**config.mk**
```make
export PLATFORM = sky130hd
export DESIGN_NAME = conv_seq_ctrl
export DESIGN_NICKNAME = d
export VERILOG_FILES = /design/src/rtl/conv_pkg.sv /design/src/rtl/conv_seq_ctrl_load_cnt.sv /design/src/rtl/conv_seq_ctrl.sv
export SDC_FILE = /design/constraint.sdc
export NUM_CORES = 1
export LEC_CHECK = 0
export CORE_UTILIZATION = 50
export DETAILED_ROUTE_END_ITERATION = 16
export GPL_ROUTABILITY_DRIVEN = 0
export PLACE_DENSITY = 0.76
export SETUP_SLACK_MARGIN = 0.5
export SLEW_MARGIN = 25
export SYNTH_ARGS = -nofsm -noshare
export SYNTH_HDL_FRONTEND = slang
export SYNTH_SLANG_ARGS = --single-unit
```
**constraint.sdc**
```tcl
create_clock -name clk -period 3.8 [get_ports clk]
set_input_delay 0.57 -clock clk [delete_from_list [all_inputs] [get_ports clk]]
set_output_delay 0.57 -clock clk [all_outputs]
set_load 0.02 [all_outputs]
```
**src/rtl/conv_pkg.sv**
```systemverilog
// Shared types and helpers for the convolution sequencing controller.
package conv_pkg;

   typedef enum logic [1:0] {LOAD, ISSUE, DRAIN, OUT} conv_state_t;

   localparam int CONV_LANES = 4;

   function automatic int conv_width(input int depth);
      return (depth <= 1) ? 1 : $clog2(depth);
   endfunction

endpackage

```
**src/rtl/conv_seq_ctrl_load_cnt.sv**
```systemverilog
// Write counter for one input stream: owns ready, the write strobe and the write address.
module load_cnt #(
   parameter int SIZE    = 8,
   parameter int LOGSIZE = 3
) (
   input  logic               clk,
   input  logic               reset,
   input  logic               valid,
   output logic               ready,
   output logic               wr_en,
   output logic [LOGSIZE:0]   cnt,
   output logic               full,
   input  logic               clear
);

   assign full  = (cnt == (LOGSIZE+1)'(SIZE));
   assign ready = ~reset & ~full;
   assign wr_en = valid & ready;

   always_ff @(posedge clk) begin
      if (reset || clear) begin
         cnt <= '0;
      end else if (wr_en) begin
         cnt <= cnt + (LOGSIZE+1)'(1);
      end
   end

endmodule

```
**src/rtl/conv_seq_ctrl.sv**
```systemverilog
// Sequencer for the x/f memories and lane accumulator: load, windowed issue, drain, output.
//
// state | meaning
// LOAD  | accept x samples and filter taps into memory
// ISSUE | read one LANES-wide slice of window and taps per cycle
// DRAIN | final accumulate of the last slice read
// OUT   | y valid, waiting for downstream handshake
module conv_seq_ctrl
   import conv_pkg::*;
#(
   parameter int N     = 8,
   parameter int M     = 4,
   parameter int LANES = CONV_LANES,
   parameter int LOGN  = conv_width(N),
   parameter int LOGM  = conv_width(M)
) (
   input  logic            clk,
   input  logic            reset,
   input  logic            s_valid_x,
   output logic            s_ready_x,
   input  logic            s_valid_f,
   output logic            s_ready_f,
   output logic            m_valid_y,
   input  logic            m_ready_y,
   output logic [LOGN-1:0] addr_x,
   output logic            wr_en_x,
   output logic [LOGM-1:0] addr_f,
   output logic            wr_en_f,
   output logic            clr_acc,
   output logic            en_acc
);

   if (M > N || (M % LANES) != 0) begin : g_bad_params
      $error("conv_seq_ctrl: need M <= N and M a multiple of LANES");
   end

   conv_state_t     state, state_nxt;
   logic [LOGN-1:0] out_idx, out_idx_nxt;
   logic [LOGM:0]   tap, tap_nxt;
   logic [LOGN:0]   x_cnt;
   logic [LOGM:0]   f_cnt;
   logic [LOGN:0]   addr_sum;
   logic            in_load, x_rdy, f_rdy, x_full, f_full;
   logic            x_done, f_done, last_tap, last_out, clear_cnt;

   assign in_load   = (state == LOAD);
   assign s_ready_x = x_rdy & in_load;
   assign s_ready_f = f_rdy & in_load;
   assign clear_cnt = (state == OUT) & m_ready_y & last_out & ~reset;

   load_cnt #(.SIZE(N), .LOGSIZE(LOGN)) u_load_x (
      .clk   (clk),
      .reset (reset),
      .valid (s_valid_x & in_load),
      .ready (x_rdy),
      .wr_en (wr_en_x),
      .cnt   (x_cnt),
      .full  (x_full),
      .clear (clear_cnt)
   );

   load_cnt #(.SIZE(M), .LOGSIZE(LOGM)) u_load_f (
      .clk   (clk),
      .reset (reset),
      .valid (s_valid_f & in_load),
      .ready (f_rdy),
      .wr_en (wr_en_f),
      .cnt   (f_cnt),
      .full  (f_full),
      .clear (clear_cnt)
   );

   // Look ahead at the accepting write so ISSUE starts on the very next cycle.
   assign x_done   = x_full | (wr_en_x & (x_cnt == (LOGN+1)'(N-1)));
   assign f_done   = f_full | (wr_en_f & (f_cnt == (LOGM+1)'(M-1)));
   assign last_tap = (tap == (LOGM+1)'(M-LANES));
   assign last_out = (out_idx == LOGN'(N-M));
   assign addr_sum = (LOGN+1)'(out_idx) + (LOGN+1)'(tap);

   always_comb begin
      state_nxt   = state;
      out_idx_nxt = out_idx;
      tap_nxt     = tap;
      clr_acc     = 1'b0;
      m_valid_y   = 1'b0;
      addr_x      = x_cnt[LOGN-1:0];
      addr_f      = f_cnt[LOGM-1:0];
      case (state)
         LOAD: begin
            if (x_done && f_done) begin
               state_nxt   = ISSUE;
               out_idx_nxt = '0;
               tap_nxt     = '0;
            end
         end
         ISSUE: begin
            addr_x  = addr_sum[LOGN-1:0];
            addr_f  = tap[LOGM-1:0];
            clr_acc = (tap == '0);
            tap_nxt = tap + (LOGM+1)'(LANES);
            if (last_tap) begin
               state_nxt = DRAIN;
            end
         end
         DRAIN: begin
            addr_x    = out_idx;
            addr_f    = '0;
            state_nxt = OUT;
         end
         OUT: begin
            addr_x    = out_idx;
            addr_f    = '0;
            m_valid_y = 1'b1;
            if (m_ready_y) begin
               tap_nxt = '0;
               if (last_out) begin
                  state_nxt   = LOAD;
                  out_idx_nxt = '0;
               end else begin
                  state_nxt   = ISSUE;
                  out_idx_nxt = out_idx + LOGN'(1);
               end
            end
         end
         default: state_nxt = LOAD;
      endcase
      if (reset) begin
         clr_acc   = 1'b0;
         m_valid_y = 1'b0;
      end
   end

   always_ff @(posedge clk) begin
      if (reset) begin
         state   <= LOAD;
         out_idx <= '0;
         tap     <= '0;
         en_acc  <= 1'b0;
      end else begin
         state   <= state_nxt;
         out_idx <= out_idx_nxt;
         tap     <= tap_nxt;
         en_acc  <= (state == ISSUE);
      end
   end

endmodule

```
==> reports/results.txt <==
first-pass GRT wire length - 3.63 mm
worst vdd ir - 0.182 mV
clock skew - 8.20 ps
most frequent cells after synthesis - 14 x dfxtp_1, 14 x ha_1, 13 x inv_1
Ports - 17
Top FF cell, synth - dfxtp_1
Max stage delay on crit path - 640 ps
Crit Path Category - reg -> out
fin area - 1270 sq um
post-synth top area cell - dfxtp_1
wire length per cell - 13.2 um
pwr dens - 254 nW/um^2
hold-critical path depth - 2
endpoints failing setup - 0
LEAKAGE - 0.513 nW
setup TNS - 0 ps
max-slew violations - 0
post-synthesis async set-or-reset flop share - 0
count of cells resized by post-cts repair - 0
final hold viol count - 0
Seq pwr share - 0.480
internal power - 234 uW
status - complete, no violations
CP delay by family, top - buffers and inverters
placed inst area - 1240 sq um
Synth Area per Inst - 8.45 sq um
Worst Hold Class - reg -> reg
worst hold slack - 547 ps
Synth top area share - 0.263
worst-margin pin slew - 618 ps
Max-cap violations - 0
GRT Total Usage - 0.224
die area - 2320 sq um
Initial DRC Count - 22
placed cells - 165
largest net degree at the start of global routing - 14
area of the mapped netlist - 1060 sq um
post-route insts no fill - 169
CTS tree - built
antenna violations before repair - 0
H-tree levels - 1
share of the cycle needed by the critical path after routing - 0.767
Post-synth EDFFs - 0
worst-skew pair later-pin latency - 290 ps
DR vias/cell - 5.59
crit-path cells - inv_1 > ha_1 > nor2b_1 > and3_1 > clkdlybuf4s50_1
Final WS setup - 885 ps
Arrival @ worst endpoint - 2340 ps
chip height - 48.1 um
RSZ-0062 raised after global routing - no
antenna diode count - 0
Yosys reg bits - 14
Initial Util - 0.537
Yosys warnings - 0
sequential element share of the synthesized area - 0.263
worst rel slew slack - 0.588
total power draw - 323 uW
Root Driver - clkbuf_4
Worst Path Required - 3230 ps
logic gate share of total power - 0.171
Die Width - 48.1 um
final WL - 2.24 mm
post-DP HPWL - 1.67 mm
clock slew at reported path FFs - 100 ps
vias in the first global route - 834
Final min period - 2910 ps
Core ar. - 1980 sq um
total CTS buffers - 3
DRT antenna net count - 0
CP bufs+invs - 2
IO Port Bufs - 16
Worst path slowest cell - clkdlybuf4s50_1
cts hold-fix bufs - 0
clock network fraction of total power - 0.349
Area contributors post-synth - dfxtp_1 26%, ha_1 16%, a21oi_1 4.7%
R2R depth - 6
Startpoint Class - flop
# DRC - 0
cells after synthesis - 126
Layout Nets - 162
P&R area growth vs syn - 19.5%
Peak Freq - 0.343 GHz
CP max FO - 7
Setup crit end kind - output pin
syn nets - 145
CP Depth - 5
Final Core Density - 0.642
Setup Buffers After CTS - 0
Switching Share - 0.273
Sink Count - 14
post-synth cell types - 41
grt total ovfl - 0
num rows - 16
first-pass detailed-route iteration total - 6
DR vias - 944
Psw - 88.1 uW
Clock Tree Buf Depth - 2
Place WS - 938 ps
layout cell share with drive strength beyond 1 - 0.0704
-- sequential cells by signal, summed over array words and instances (netlist names) --
register      cells
state             2
tap               1
u_load_f.cnt      3
out_idx           3
en_acc            1
u_load_x.cnt      4
-- final timing paths --
check / start / to / slack, ps
hold / removal: u_load_x.cnt[3] / u_load_x.cnt[3] / 550
setup / recovery: state[0] / wr_en_f / 890
setup reg to reg: state[0] / state[0] / 1730
hold reg to reg: u_load_x.cnt[3] / u_load_x.cnt[3] / 550
-- cells by family after synthesis --
logic type,after synthesis,share of synthesized area
simple gates,41,0.226
compound gates,32,0.215
buf+inv,18,0.0740
fa+ha+maj,14,0.165
flops,14,0.263
xor+xnor,3,0.0247
mux,3,0.0294
other cells,1,0.00352
-- worst min-delay path, stage by stage, from the launching register on --
cell	delay, ps
dfxtp_1	350
o21ai_0	90
a21oi_1	70
-- cell usage in the layout (no fill, tap or decap), drive strengths merged, types with 3 or more instances in the layout --
cell / synthesis / final
nand2: 3 / 3
nand3b: 3 / 3
or3: 3 / 3
ha: 14 / 14
nor2: 9 / 9
a21oi: 10 / 10
o21ai: 5 / 5
dfxtp: 14 / 14
nand4: 3 / 3
and3: 3 / 3
nor2b: 6 / 6
inv: 13 / 13
clkdlybuf4s50: 0 / 16
xnor2: 3 / 3
and2: 3 / 3
clkbuf: 3 / 4
-- cell type report --
cell class / count / area (sq um)
multi-input cells: 94 / 706
fillers: 178 / 709
inverters: 13 / 48.8
clock buffers: 4 / 36.3
well taps: 27 / 33.8
flip-flops and latches: 14 / 280
repair buffers: 17 / 168
-- layer usage --
layer | part of all wire | routed length, um | GRT usage | up-vias
li1 | - | - | - | 477
met1 | 0.45 | 1010 | 0.299 | 424
met2 | 0.46 | 1020 | 0.352 | 37
met3 | 0.071 | 158 | 0.0444 | 6
met4 | 0.018 | 40 | 0.0889 | 0
met5 | 0 | 0 | 0 | -
-- power by group through the flow --
stage          combinational [mW]  sequential, mW  clock, mW
3_5_place_dp               0.0549           0.158          0
5_1_grt                    0.0611           0.156      0.120
4_1_cts                    0.0555           0.155      0.112
2_1_floorplan              0.0324           0.157          0
3_3_place_gp               0.0533           0.158          0
6_report                   0.0551           0.155      0.113
(Power assumes the default switching activity.)
